===== src/rtl/hazard_ctrl_if.sv =====
// hazard_ctrl_if: groups the signals between the pipeline datapath and the
// sequencing controller.
//   master modport: pipeline side. It drives the hazard inputs (*_i) and
//                   receives the control outputs (*_o).
//   slave modport : controller side (hazard_ctrl).
// Signals:
//   fd_rs1_i/fd_rs2_i                      decode-stage source registers
//   de_rs1_i/de_rs2_i, de_rf_we_i,
//   de_mem2rf_i, de_rf_waddr_i             execute-stage sources/destination
//   em_rf_we_i, em_mem2rf_i, em_mem_req_i,
//   em_rf_waddr_i                          memory-stage destination/access
//   mw_rf_we_i, mw_rf_waddr_i              writeback-stage destination
//   br_taken_i, dmem_ack_i                 branch resolved taken / dmem done
//   pc/fd/de/em/mw_en_o                    latch enables
//   fd/de/mw_flush_o                       bubble loads
//   fwd_a_o/fwd_b_o                        execute operand source selects
//   dmem_req_o, mem_err_o, state_o         request, sticky timeout, FSM state
//   stall_cnt_o/flush_cnt_o                performance counters
interface hazard_ctrl_if;
  logic [4:0]  fd_rs1_i;
  logic [4:0]  fd_rs2_i;
  logic [4:0]  de_rs1_i;
  logic [4:0]  de_rs2_i;
  logic        de_rf_we_i;
  logic        de_mem2rf_i;
  logic [4:0]  de_rf_waddr_i;
  logic        em_rf_we_i;
  logic        em_mem2rf_i;
  logic        em_mem_req_i;
  logic [4:0]  em_rf_waddr_i;
  logic        mw_rf_we_i;
  logic [4:0]  mw_rf_waddr_i;
  logic        br_taken_i;
  logic        dmem_ack_i;

  logic        pc_en_o;
  logic        fd_en_o;
  logic        de_en_o;
  logic        em_en_o;
  logic        mw_en_o;
  logic        fd_flush_o;
  logic        de_flush_o;
  logic        mw_flush_o;
  logic [1:0]  fwd_a_o;
  logic [1:0]  fwd_b_o;
  logic        dmem_req_o;
  logic        mem_err_o;
  logic [1:0]  state_o;
  logic [31:0] stall_cnt_o;
  logic [31:0] flush_cnt_o;

  modport master (
    output fd_rs1_i, fd_rs2_i, de_rs1_i, de_rs2_i, de_rf_we_i, de_mem2rf_i,
           de_rf_waddr_i, em_rf_we_i, em_mem2rf_i, em_mem_req_i, em_rf_waddr_i,
           mw_rf_we_i, mw_rf_waddr_i, br_taken_i, dmem_ack_i,
    input  pc_en_o, fd_en_o, de_en_o, em_en_o, mw_en_o, fd_flush_o, de_flush_o,
           mw_flush_o, fwd_a_o, fwd_b_o, dmem_req_o, mem_err_o, state_o,
           stall_cnt_o, flush_cnt_o
  );

  modport slave (
    input  fd_rs1_i, fd_rs2_i, de_rs1_i, de_rs2_i, de_rf_we_i, de_mem2rf_i,
           de_rf_waddr_i, em_rf_we_i, em_mem2rf_i, em_mem_req_i, em_rf_waddr_i,
           mw_rf_we_i, mw_rf_waddr_i, br_taken_i, dmem_ack_i,
    output pc_en_o, fd_en_o, de_en_o, em_en_o, mw_en_o, fd_flush_o, de_flush_o,
           mw_flush_o, fwd_a_o, fwd_b_o, dmem_req_o, mem_err_o, state_o,
           stall_cnt_o, flush_cnt_o
  );
endinterface


===== src/rtl/hazard_ctrl.sv =====
// hazard_ctrl: pipeline sequencing controller for the five-stage RV32 core.
// Drives latch enables/flushes and the PC enable, detects load-use hazards,
// selects execute-stage operand forwarding, runs the data-memory
// request/ack handshake with a timeout, and counts stall/flush cycles.
// Ports:
//   clk  rising-edge clock
//   rst  asynchronous active-high reset
//   hc   hazard_ctrl_if.slave (all pipeline inputs and control outputs)
// Parameters:
//   RST_FLUSH_CYCLES  cycles held flushed after reset release (1..15)
//   MEM_TIMEOUT       wait cycles before an unacknowledged access aborts (1..255)
module hazard_ctrl #(
  parameter int unsigned RST_FLUSH_CYCLES = 2,
  parameter int unsigned MEM_TIMEOUT      = 255
) (
  input logic          clk,
  input logic          rst,
  hazard_ctrl_if.slave hc
);

  typedef enum logic [1:0] {
    StInit    = 2'd0,
    StRun     = 2'd1,
    StMemWait = 2'd2
  } state_e;

  localparam logic [3:0] InitCycles = 4'(RST_FLUSH_CYCLES);
  localparam logic [7:0] TimeoutCycles = 8'(MEM_TIMEOUT);

  state_e      r_state, w_state_next;
  logic [3:0]  r_init_cnt, w_init_cnt_next;
  logic [7:0]  r_wait_cnt, w_wait_cnt_next;
  logic        r_mem_err, w_mem_err_next;
  logic [31:0] r_stall_cnt, r_flush_cnt;

  logic w_load_use, w_mem_stall;
  logic w_pc_en, w_fd_en, w_de_en, w_em_en, w_mw_en;
  logic w_fd_flush, w_de_flush, w_mw_flush;
  logic w_dmem_req;
  logic w_active;

  // Forwarding select for one execute operand; EM wins over MW. A load in EM
  // has no data yet, so it is never an EM forwarding source.
  function automatic logic [1:0] fwd_sel(input logic [4:0] rs);
    if (hc.em_rf_we_i && !hc.em_mem2rf_i && (hc.em_rf_waddr_i != 5'd0) &&
        (hc.em_rf_waddr_i == rs)) begin
      return 2'b01;
    end else if (hc.mw_rf_we_i && (hc.mw_rf_waddr_i != 5'd0) &&
                 (hc.mw_rf_waddr_i == rs)) begin
      return 2'b10;
    end
    return 2'b00;
  endfunction

  assign w_load_use = hc.de_mem2rf_i && hc.de_rf_we_i && (hc.de_rf_waddr_i != 5'd0) &&
                      ((hc.de_rf_waddr_i == hc.fd_rs1_i) ||
                       (hc.de_rf_waddr_i == hc.fd_rs2_i));
  // A same-cycle ack completes the access without stalling.
  assign w_mem_stall = hc.em_mem_req_i && !hc.dmem_ack_i;

  always_comb begin
    w_state_next    = r_state;
    w_init_cnt_next = r_init_cnt;
    w_wait_cnt_next = r_wait_cnt;
    w_mem_err_next  = r_mem_err;
    w_pc_en         = 1'b0;
    w_fd_en         = 1'b0;
    w_de_en         = 1'b0;
    w_em_en         = 1'b0;
    w_mw_en         = 1'b0;
    w_fd_flush      = 1'b1;
    w_de_flush      = 1'b1;
    w_mw_flush      = 1'b1;
    w_dmem_req      = 1'b0;

    unique case (r_state)
      StInit: begin
        if (r_init_cnt <= 4'd1) begin
          w_state_next = StRun;
        end else begin
          w_init_cnt_next = r_init_cnt - 4'd1;
        end
      end

      StRun: begin
        w_dmem_req = hc.em_mem_req_i;
        w_fd_flush = 1'b0;
        w_de_flush = 1'b0;
        w_mw_flush = 1'b0;
        if (w_mem_stall) begin
          // Freeze everything; branch/load-use get re-evaluated on resume.
          w_mw_flush      = 1'b1;
          w_wait_cnt_next = 8'd1;
          w_state_next    = StMemWait;
        end else if (hc.br_taken_i) begin
          {w_pc_en, w_fd_en, w_de_en, w_em_en, w_mw_en} = 5'b11111;
          w_fd_flush = 1'b1;
          w_de_flush = 1'b1;
        end else if (w_load_use) begin
          {w_de_en, w_em_en, w_mw_en} = 3'b111;
          w_de_flush = 1'b1;
        end else begin
          {w_pc_en, w_fd_en, w_de_en, w_em_en, w_mw_en} = 5'b11111;
        end
      end

      StMemWait: begin
        w_dmem_req = hc.em_mem_req_i;
        w_fd_flush = 1'b0;
        w_de_flush = 1'b0;
        if (hc.dmem_ack_i) begin
          {w_pc_en, w_fd_en, w_de_en, w_em_en, w_mw_en} = 5'b11111;
          w_mw_flush   = 1'b0;
          w_state_next = StRun;
        end else if (r_wait_cnt >= TimeoutCycles) begin
          // Abort: let the memory-stage op drain into a bubble in MW.
          w_em_en        = 1'b1;
          w_mw_en        = 1'b1;
          w_mem_err_next = 1'b1;
          w_state_next   = StRun;
        end else begin
          w_wait_cnt_next = r_wait_cnt + 8'd1;
        end
      end

      default: begin
        w_state_next    = StInit;
        w_init_cnt_next = InitCycles;
      end
    endcase
  end

  assign w_active = (r_state == StRun) || (r_state == StMemWait);

  always_ff @(posedge clk or posedge rst) begin
    if (rst) begin
      r_state     <= StInit;
      r_init_cnt  <= InitCycles;
      r_wait_cnt  <= 8'd0;
      r_mem_err   <= 1'b0;
      r_stall_cnt <= 32'd0;
      r_flush_cnt <= 32'd0;
    end else begin
      r_state    <= w_state_next;
      r_init_cnt <= w_init_cnt_next;
      r_wait_cnt <= w_wait_cnt_next;
      r_mem_err  <= w_mem_err_next;
      if (w_active && !w_pc_en) begin
        r_stall_cnt <= r_stall_cnt + 32'd1;
      end
      if (w_active && (w_fd_flush || w_de_flush)) begin
        r_flush_cnt <= r_flush_cnt + 32'd1;
      end
    end
  end

  assign hc.pc_en_o     = w_pc_en;
  assign hc.fd_en_o     = w_fd_en;
  assign hc.de_en_o     = w_de_en;
  assign hc.em_en_o     = w_em_en;
  assign hc.mw_en_o     = w_mw_en;
  assign hc.fd_flush_o  = w_fd_flush;
  assign hc.de_flush_o  = w_de_flush;
  assign hc.mw_flush_o  = w_mw_flush;
  assign hc.fwd_a_o     = fwd_sel(hc.de_rs1_i);
  assign hc.fwd_b_o     = fwd_sel(hc.de_rs2_i);
  assign hc.dmem_req_o  = w_dmem_req;
  assign hc.mem_err_o   = r_mem_err;
  assign hc.state_o     = r_state;
  assign hc.stall_cnt_o = r_stall_cnt;
  assign hc.flush_cnt_o = r_flush_cnt;

endmodule

===== src/flat_wrapper.sv =====
// flat-port wrapper written by rule: the top's interface ports become plain ports
module hazard_ctrl_flat 
#(
  parameter int unsigned RST_FLUSH_CYCLES = 2,
  parameter int unsigned MEM_TIMEOUT      = 255
)
  (clk, rst, hc_fd_rs1_i, hc_fd_rs2_i, hc_de_rs1_i, hc_de_rs2_i, hc_de_rf_we_i, hc_de_mem2rf_i, hc_de_rf_waddr_i, hc_em_rf_we_i, hc_em_mem2rf_i, hc_em_mem_req_i, hc_em_rf_waddr_i, hc_mw_rf_we_i, hc_mw_rf_waddr_i, hc_br_taken_i, hc_dmem_ack_i, hc_pc_en_o, hc_fd_en_o, hc_de_en_o, hc_em_en_o, hc_mw_en_o, hc_fd_flush_o, hc_de_flush_o, hc_mw_flush_o, hc_fwd_a_o, hc_fwd_b_o, hc_dmem_req_o, hc_mem_err_o, hc_state_o, hc_stall_cnt_o, hc_flush_cnt_o);
  hazard_ctrl_if hc_i ();
  input logic clk;
  input logic rst;
  input wire logic [$bits(hc_i.fd_rs1_i)-1:0] hc_fd_rs1_i;
  input wire logic [$bits(hc_i.fd_rs2_i)-1:0] hc_fd_rs2_i;
  input wire logic [$bits(hc_i.de_rs1_i)-1:0] hc_de_rs1_i;
  input wire logic [$bits(hc_i.de_rs2_i)-1:0] hc_de_rs2_i;
  input wire logic [$bits(hc_i.de_rf_we_i)-1:0] hc_de_rf_we_i;
  input wire logic [$bits(hc_i.de_mem2rf_i)-1:0] hc_de_mem2rf_i;
  input wire logic [$bits(hc_i.de_rf_waddr_i)-1:0] hc_de_rf_waddr_i;
  input wire logic [$bits(hc_i.em_rf_we_i)-1:0] hc_em_rf_we_i;
  input wire logic [$bits(hc_i.em_mem2rf_i)-1:0] hc_em_mem2rf_i;
  input wire logic [$bits(hc_i.em_mem_req_i)-1:0] hc_em_mem_req_i;
  input wire logic [$bits(hc_i.em_rf_waddr_i)-1:0] hc_em_rf_waddr_i;
  input wire logic [$bits(hc_i.mw_rf_we_i)-1:0] hc_mw_rf_we_i;
  input wire logic [$bits(hc_i.mw_rf_waddr_i)-1:0] hc_mw_rf_waddr_i;
  input wire logic [$bits(hc_i.br_taken_i)-1:0] hc_br_taken_i;
  input wire logic [$bits(hc_i.dmem_ack_i)-1:0] hc_dmem_ack_i;
  output wire logic [$bits(hc_i.pc_en_o)-1:0] hc_pc_en_o;
  output wire logic [$bits(hc_i.fd_en_o)-1:0] hc_fd_en_o;
  output wire logic [$bits(hc_i.de_en_o)-1:0] hc_de_en_o;
  output wire logic [$bits(hc_i.em_en_o)-1:0] hc_em_en_o;
  output wire logic [$bits(hc_i.mw_en_o)-1:0] hc_mw_en_o;
  output wire logic [$bits(hc_i.fd_flush_o)-1:0] hc_fd_flush_o;
  output wire logic [$bits(hc_i.de_flush_o)-1:0] hc_de_flush_o;
  output wire logic [$bits(hc_i.mw_flush_o)-1:0] hc_mw_flush_o;
  output wire logic [$bits(hc_i.fwd_a_o)-1:0] hc_fwd_a_o;
  output wire logic [$bits(hc_i.fwd_b_o)-1:0] hc_fwd_b_o;
  output wire logic [$bits(hc_i.dmem_req_o)-1:0] hc_dmem_req_o;
  output wire logic [$bits(hc_i.mem_err_o)-1:0] hc_mem_err_o;
  output wire logic [$bits(hc_i.state_o)-1:0] hc_state_o;
  output wire logic [$bits(hc_i.stall_cnt_o)-1:0] hc_stall_cnt_o;
  output wire logic [$bits(hc_i.flush_cnt_o)-1:0] hc_flush_cnt_o;
  assign hc_i.fd_rs1_i = hc_fd_rs1_i;
  assign hc_i.fd_rs2_i = hc_fd_rs2_i;
  assign hc_i.de_rs1_i = hc_de_rs1_i;
  assign hc_i.de_rs2_i = hc_de_rs2_i;
  assign hc_i.de_rf_we_i = hc_de_rf_we_i;
  assign hc_i.de_mem2rf_i = hc_de_mem2rf_i;
  assign hc_i.de_rf_waddr_i = hc_de_rf_waddr_i;
  assign hc_i.em_rf_we_i = hc_em_rf_we_i;
  assign hc_i.em_mem2rf_i = hc_em_mem2rf_i;
  assign hc_i.em_mem_req_i = hc_em_mem_req_i;
  assign hc_i.em_rf_waddr_i = hc_em_rf_waddr_i;
  assign hc_i.mw_rf_we_i = hc_mw_rf_we_i;
  assign hc_i.mw_rf_waddr_i = hc_mw_rf_waddr_i;
  assign hc_i.br_taken_i = hc_br_taken_i;
  assign hc_i.dmem_ack_i = hc_dmem_ack_i;
  assign hc_pc_en_o = hc_i.pc_en_o;
  assign hc_fd_en_o = hc_i.fd_en_o;
  assign hc_de_en_o = hc_i.de_en_o;
  assign hc_em_en_o = hc_i.em_en_o;
  assign hc_mw_en_o = hc_i.mw_en_o;
  assign hc_fd_flush_o = hc_i.fd_flush_o;
  assign hc_de_flush_o = hc_i.de_flush_o;
  assign hc_mw_flush_o = hc_i.mw_flush_o;
  assign hc_fwd_a_o = hc_i.fwd_a_o;
  assign hc_fwd_b_o = hc_i.fwd_b_o;
  assign hc_dmem_req_o = hc_i.dmem_req_o;
  assign hc_mem_err_o = hc_i.mem_err_o;
  assign hc_state_o = hc_i.state_o;
  assign hc_stall_cnt_o = hc_i.stall_cnt_o;
  assign hc_flush_cnt_o = hc_i.flush_cnt_o;
  hazard_ctrl #(.RST_FLUSH_CYCLES(RST_FLUSH_CYCLES), .MEM_TIMEOUT(MEM_TIMEOUT)) u_core (.clk(clk), .rst(rst), .hc(hc_i));
endmodule

===== config.mk =====
export PLATFORM = sky130hd
export DESIGN_NAME = hazard_ctrl_flat
export DESIGN_NICKNAME = d
export VERILOG_FILES = /design/src/rtl/hazard_ctrl_if.sv /design/src/rtl/hazard_ctrl.sv /design/src/flat_wrapper.sv
export SDC_FILE = /design/constraint.sdc
export NUM_CORES = 1
export LEC_CHECK = 0
export BUFFER_PORTS_ARGS = -buffer_cell sky130_fd_sc_hd__buf_2
export CAP_MARGIN = 20
export CORE_AREA = 2 2 137 139
export CTS_CLUSTER_DIAMETER = 60
export DETAILED_ROUTE_END_ITERATION = 12
export DIE_AREA = 0 0 139 141
export SLEW_MARGIN = 20
export SYNTH_ARGS = -nofsm -noshare
export SYNTH_HDL_FRONTEND = slang
export SYNTH_SLANG_ARGS = --single-unit
export TNS_END_PERCENT = 1

===== constraint.sdc =====
create_clock -name clk -period 2.6 [get_ports clk]
set_input_delay 0.13 -clock clk [delete_from_list [all_inputs] [get_ports clk]]
set_output_delay 0.13 -clock clk [all_outputs]
set_load 0.01 [all_outputs]

==> results.md, run 1 <==
* Status: finished clean
* Final period utilization at 91.4%
* PwrDens at 843 nW/um^2
* Slowest-stage cell, CP: dfrtp_1
* Synth Instances at about 450
* Most common flop cell mapped by yosys: dfrtp_1
* Site row count at 50
* Post-synthesis sequential area ratio at 44.5%
* Maxcap violations at 0
* Die height at approximately 140 um
* DR iter-0 viols at 158
* Congestion Overflow GR at 0
* Total CTS buffers at 9
* Reg2Reg Setup Slack at 300 ps
* Die width at 139 um
* Post-Syn Area at 4450 um^2
* Total power at 4820 uW
* Final instance area at roughly 5700 um^2
* Final Hold Violating Endpoints at 0
* Unrepaired setup endpoints after global routing: false
* I/O pins at 125
* Via-to-Cell Ratio at 4.58
* Worst slew pin tran at 662 ps
* Synth Register Bits at 79
* Root Buffer: clkbuf_16
* R2r startpoint: u_core.hc.state_o[0]$_DFFE_PP0P_
* Core box area at 18300 um^2
* Pre-antenna DRT Iters at 4
* Share of cells above drive strength 1 at between 20 and 30%
* Synthesis-to-finish area growth at 28.5%
* GRT Overall Usage at a little under an eighth
* Clock Path Buffers at 2
* CP bufs+invs at 5
* Final setup viols at 0
* Dpl cells at 805
* Number of global-route vias before repair at around 3600
* Leak Pwr at 0.00261 uW
* Post-synth top area cell: dfrtp_1
* H-tree depth at 3
* Required time of the critical path at 2470 ps
* Area of the die at 19600 um^2
* Minimum clock period at 2380 ps
* Final Skew at 9.72 ps
* Post-synth top cells: 78 x dfrtp_1, 58 x xor2_1, 42 x nand2_1, 34 x xnor2_1, 31 x nor2_1
* Port buffer count at 124
* CP Launch Type: flop
* Post-synth EDFFs at 0
* DP HPWL at slightly below 9000 um
* CP cell instances: inv_1, ha_1, buf_4, nor2_1, a31oi_1, inv_1, a31oi_2, inv_1, buf_2
* Final GP Congestion at 0.789
* Finished Layout Cells at just over 800
* Syn Nets at about 500
* Slew Viols, Final at 0
* Crit Path Class: reg -> out
* Top Family by Delay on Critical Path: compound AO/OA/AOI/OAI gates
* Relative slew slack at 55.4%
* Final hold slack at 293 ps
* Max Freq at 421 MHz
* Worst min-delay path category: in -> async
* CTS tree: built
* CP max FO at 10
* Post-DRT Antenna Nets at 0
* Top-area cell type share of the netlist area at 43.9%
* Most common cell on crit path: inv_1
* RR Endpoint: u_core.hc.stall_cnt_o[1]$_DFFE_PP0P_
* Post-Route WL at 11600 um
* Setup TNS at 0 ps
* Count leader, synth: dfrtp_1
* Yosys warning total at 0
* Largest net degree at the start of global routing at 63
* Nets@finish at roughly 640
* DRC at 0
* CP Capture Type: primary output
* CP max stage delay at 400 ps
* Asr flop ratio synth at 100%
* Yosys cell types at 60
* Via count at 3758
* Routed length per placed instance at 14.1 um
* Clock transition at the registers of the reported paths at 60 ps
* # diodes at 0
* Dpl cell area at 5410 um^2
* Worst VDD drop at 0.000366 V
* Reg2reg path depth at 8
* Synth Area per Inst at 10.0 um^2
* Skew-Pair Late Insertion Delay at between 300 and 400 ps
* Initial antenna violation count at 0
* Post_cts resized at 0
* Global-route wire length before repair at 18500 um
* Crit path DAT at 2250 ps
* Sink Count at 79
* Setup Buffers After CTS at 0
* # hold bufs at CTS at 1
* Synth top area cells: dfrtp_1 44%, xor2_1 11%, xnor2_1 6.7%, nand2_1 3.5%, nor2_1 2.6%
* Initial core utilization at 24.4%
[worst register-to-register path, stage by stage (launching register included)]
cell and delay (ps):
dfrtp_1 380, inv_1 80, ha_1 200, and2_1 150
o21ai_0 540, a31oi_4 120, buf_4 220, nor2_1 160
mux2_2 350
[placed cells by master, fill, tap and decap left out, types with 3 or more instances in the layout]
cell / n
a21o_1: 3
a21oi_1: 6
and2_1: 3
and3_1: 9
and4_1: 6
buf_2: 124
buf_4: 11
clkbuf_16: 9
clkinv_2: 4
dfrtp_1: 78
ha_1: 8
inv_1: 14
nand2_1: 42
nand2b_1: 5
nand3_1: 21
nand4_1: 9
nor2_1: 31
nor2b_1: 4
nor3_1: 23
nor4_1: 15
nor4b_1: 5
o21ai_0: 15
or4_1: 6
xnor2_1: 34
xor2_1: 58
[report_power, final]
part / switching, uW / leakage (uW) / internal, uW
registers: 240 / 0.000964 / 1430
clock network: 496 / 0.000151 / 825
logic: 1110 / 0.00150 / 718
[sequential cells by signal, indices dropped and copies added, names as in the netlist]
signal and flops:
u_core.r_init_cnt 4, u_core.hc.flush_cnt_o 32, u_core.hc.mem_err_o 1, u_core.hc.stall_cnt_o 32, u_core.hc.state_o 2, u_core.r_wait_cnt 8
[worst max-delay path by stage]
stage,slack [ps],from,cells after the start,to
global route,20,u_core.hc.state_o[0]$_DFFE_PP0P_,9,hc_de_flush_o
global placement,370,u_core.hc.state_o[0]$_DFFE_PP0P_,8,u_core.hc.stall_cnt_o[1]$_DFFE_PP0P_
floorplan,400,u_core.hc.state_o[0]$_DFFE_PP0P_,7,u_core.r_wait_cnt[0]$_DFFE_PP0P_
detailed placement,300,u_core.hc.state_o[0]$_DFFE_PP0P_,8,u_core.hc.stall_cnt_o[1]$_DFFE_PP0P_
finish,220,u_core.hc.state_o[0]$_DFFE_PP0P_,9,hc_de_flush_o
CTS,190,u_core.hc.state_o[0]$_DFFE_PP0P_,9,hc_de_flush_o
[metrics by stage]
stage          util, %  setup WS (ps)
2_1_floorplan        -            397
3_3_place_gp      29.6            370
3_5_place_dp      29.6            295
4_1_cts           31.3            187
5_1_grt           31.3           17.4
6_report          31.3            224
[per-layer routing]
metal	vias to the layer above	track usage, %	wire, um
met5	-	0	0
met4	0	5.32	254
met3	16	2.51	600
met2	81	19.0	5370
met1	1813	15.5	5370
li1	1848	-	-
[kinds of logic after synthesis]
logic type / after synthesis / share of synthesized area (%)
compound gates: 43 / 7.37
xor+xnor: 92 / 18.1
fa+ha+maj: 8 / 2.25
buf+inv: 25 / 2.59
flops: 79 / 44.5
mux: 4 / 0.984
simple gates: 194 / 24.2
[final cells by class]
class	instances	area, um^2
Clock buffer	9	225
Clock inverter	5	75.1
Fill cell	1927	12500
Inverter	15	57.6
Multi-Input combinational cell	341	2360
Sequential cell	79	1980
Tap cell	234	293
Timing Repair Buffer	137	733
No activity file was read; power rests on OpenSTA's default activity.
==> run 2: changes to the inputs <==
Settings changed: CTS_BUF_LIST set to sky130_fd_sc_hd__clkbuf_2 sky130_fd_sc_hd__clkbuf_4 sky130_fd_sc_hd__clkbuf_8, SKIP_LAST_GASP set to 1.
==> results.md, run 2 (synthesized netlist as in run 1, its figures left out) <==
* Status: finished clean
* GRT Overall Usage at 11.8% (-0.10 points)
* Clock transition at the registers of the reported paths at 80 ps (+20 ps)
* Nets@finish at 636 (unchanged)
* Crit path DAT at 2240 ps (about the same)
* Port buffer count at 124 (unchanged)
* Final setup margin at 232 ps (+7.90 ps)
* # diodes at 0 (unchanged)
* Dpl cells at 805 (unchanged)
* Post-DRT Antenna Nets at 0 (unchanged)
* CTS tree: built
* Minimum clock period at 2370 ps (-7.90 ps)
* Largest net degree at the start of global routing at 63 (unchanged)
* DRC at 0 (unchanged)
* Final Hold Violating Endpoints at 0 (unchanged)
* Routed length per placed instance at 14.0 um (-0.85%)
* Skew-Pair Late Insertion Delay at 360 ps (+20 ps)
* Share of cells above drive strength 1 at 29.2% (unchanged)
* Most frequent cells in the layout: 124 x buf_2, 78 x dfrtp_1, 58 x xor2_1
* Initial core utilization at 24.4% (unchanged)
* Sink Count at 79 (unchanged)
* H-tree depth at 3 (unchanged)
* Fillcell total at 1931 (+0.21%)
* Die height at 141 um (unchanged)
* Final instance area at 5630 um^2 (-1.6%)
* Unrepaired setup endpoints after global routing: false
* I/O pins at 125 (unchanged)
* Final period utilization at 91.1% (-0.30 points)
* Final GP Congestion at 0.789 (unchanged)
* Worst min-delay path category: in -> async
* DP HPWL at 8950 um (unchanged)
* Pre-antenna DRT Iters at 4 (unchanged)
* Via-to-Cell Ratio at 4.59 (+0.21%)
* Final Skew at 8.19 ps (-1.53 ps)
* Worst slew pin tran at 668 ps (+6.01 ps)
* Root Buffer: clkbuf_8
* CP max FO at 8 (-2)
* Congestion Overflow GR at 0 (unchanged)
* Dpl cell area at 5410 um^2 (unchanged)
* Relative slew slack at 55.0% (-0.40 points)
* Setup Buffers After CTS at 0 (unchanged)
* Site row count at 50 (unchanged)
* Slew Viols, Final at 0 (unchanged)
* Synthesis-to-finish area growth at 26.4%
* Max Freq at 422 MHz (+0.33%)
* Initial antenna violation count at 0 (unchanged)
* Core box area at 18300 um^2 (unchanged)
* PwrDens at 797 nW/um^2 (-5.4%)
* Number of global-route vias before repair at 3608 (+0.25%)
* Worst Setup SP: u_core.hc.state_o[1]$_DFFE_PP0P_
* Clock Path Buffers at 2 (unchanged)
* Setup TNS at 0 ps (unchanged)
* R2r startpoint: u_core.hc.state_o[0]$_DFFE_PP0P_
* DR iter-0 viols at 153 (-3.2%)
* CP Capture Type: primary output
* Final setup viols at 0 (unchanged)
* Finished Layout Cells at 820 (unchanged)
* Reg2Reg Setup Slack at 280 ps (-20 ps)
* Maxcap violations at 0 (unchanged)
* Area of the die at 19600 um^2 (unchanged)
* Post-Route WL at 11500 um (-0.85%)
* Worst VDD drop at 0.000430 V (+18%)
* Leak Pwr at 0.00257 uW (-1.7%)
* Total CTS buffers at 9 (unchanged)
* Post-Place Setup Slack at 295 ps (unchanged)
* Die width at 139 um (unchanged)
* Global-route wire length before repair at 18500 um (-0.26%)
* Required time of the critical path at 2470 ps (about the same)
* Via count at 3766 (+0.21%)
* CP Launch Type: flop
* Commonest non-fill, non-tap cell in the layout: buf_2
* Crit Path Class: reg -> out
## run 2: cell counts in the layout (fill, tap and decap cells not counted)
No cell type changed its count.
## run 2: worst paths after layout
kind	end	cells after the start
setup / recovery	hc_fd_en_o	5
hold / removal	u_core.hc.stall_cnt_o[22]$_DFFE_PP0P_	3
setup reg to reg	u_core.hc.stall_cnt_o[1]$_DFFE_PP0P_	8
hold reg to reg	u_core.hc.stall_cnt_o[31]$_DFFE_PP0P_	1
max in group asynchronous	u_core.r_init_cnt[1]$_DFFE_PP1P_	4
min in group clk	u_core.hc.mem_err_o$_DFFE_PP0P_	3
## run 2: final cells by class
| type | count | area [um^2] | area share (%) |
|---|---|---|---|
| inverter | 15 | 57.6 | 1.02 |
| clock inverter | 5 | 75.1 | 1.33 |
| timing repair buffer | 137 | 733 | 13.0 |
| multi-input combinational | 341 | 2360 | 42.0 |
| tap | 234 | 293 | 5.20 |
| clock buffer | 9 | 124 | 2.20 |
| sequential | 79 | 1980 | 35.2 |
## run 2: timing repair
| item | 4_1_cts | 5_1_grt |
|---|---|---|
| hold endpoints to repair | 17 | 0 |
| hold buffers | 1 | 0 |
| resized for setup | 0 | 1 |
| setup endpoints to repair | 0 | 1 |
## run 2: metal layers
layer  global-route usage (%)  share of wire [%]  wire length, um
met3                     3.06                5.3              614
met1                     15.3                 46             5260
met4                     4.25                1.9              217
met5                        0                  0                0
met2                     18.9                 47             5410
## run 2: critical path, cell delays in order, from the launching register on
cell and delay [ps]:
dfrtp_1 400, inv_1 90, ha_1 300, o21ai_0 300
a311oi_1 560, buf_2 230
## run 2: metrics by stage
stage | hold WS (ps) | total power (uW) | util [%]
after floorplan | 390 | 2860 | -
after global placement | 117 | 3510 | 29.6
after detailed placement | 115 | 3540 | 29.6
after CTS | 257 | 4530 | 30.7
after global routing | 277 | 4810 | 30.8
final | 268 | 4480 | 30.8
## run 2: power breakdown
part           switching, uW  leakage (uW)  internal [uW]
logic                   1130       0.00150            724
registers                238      0.000964           1420
clock network            448      0.000105            525
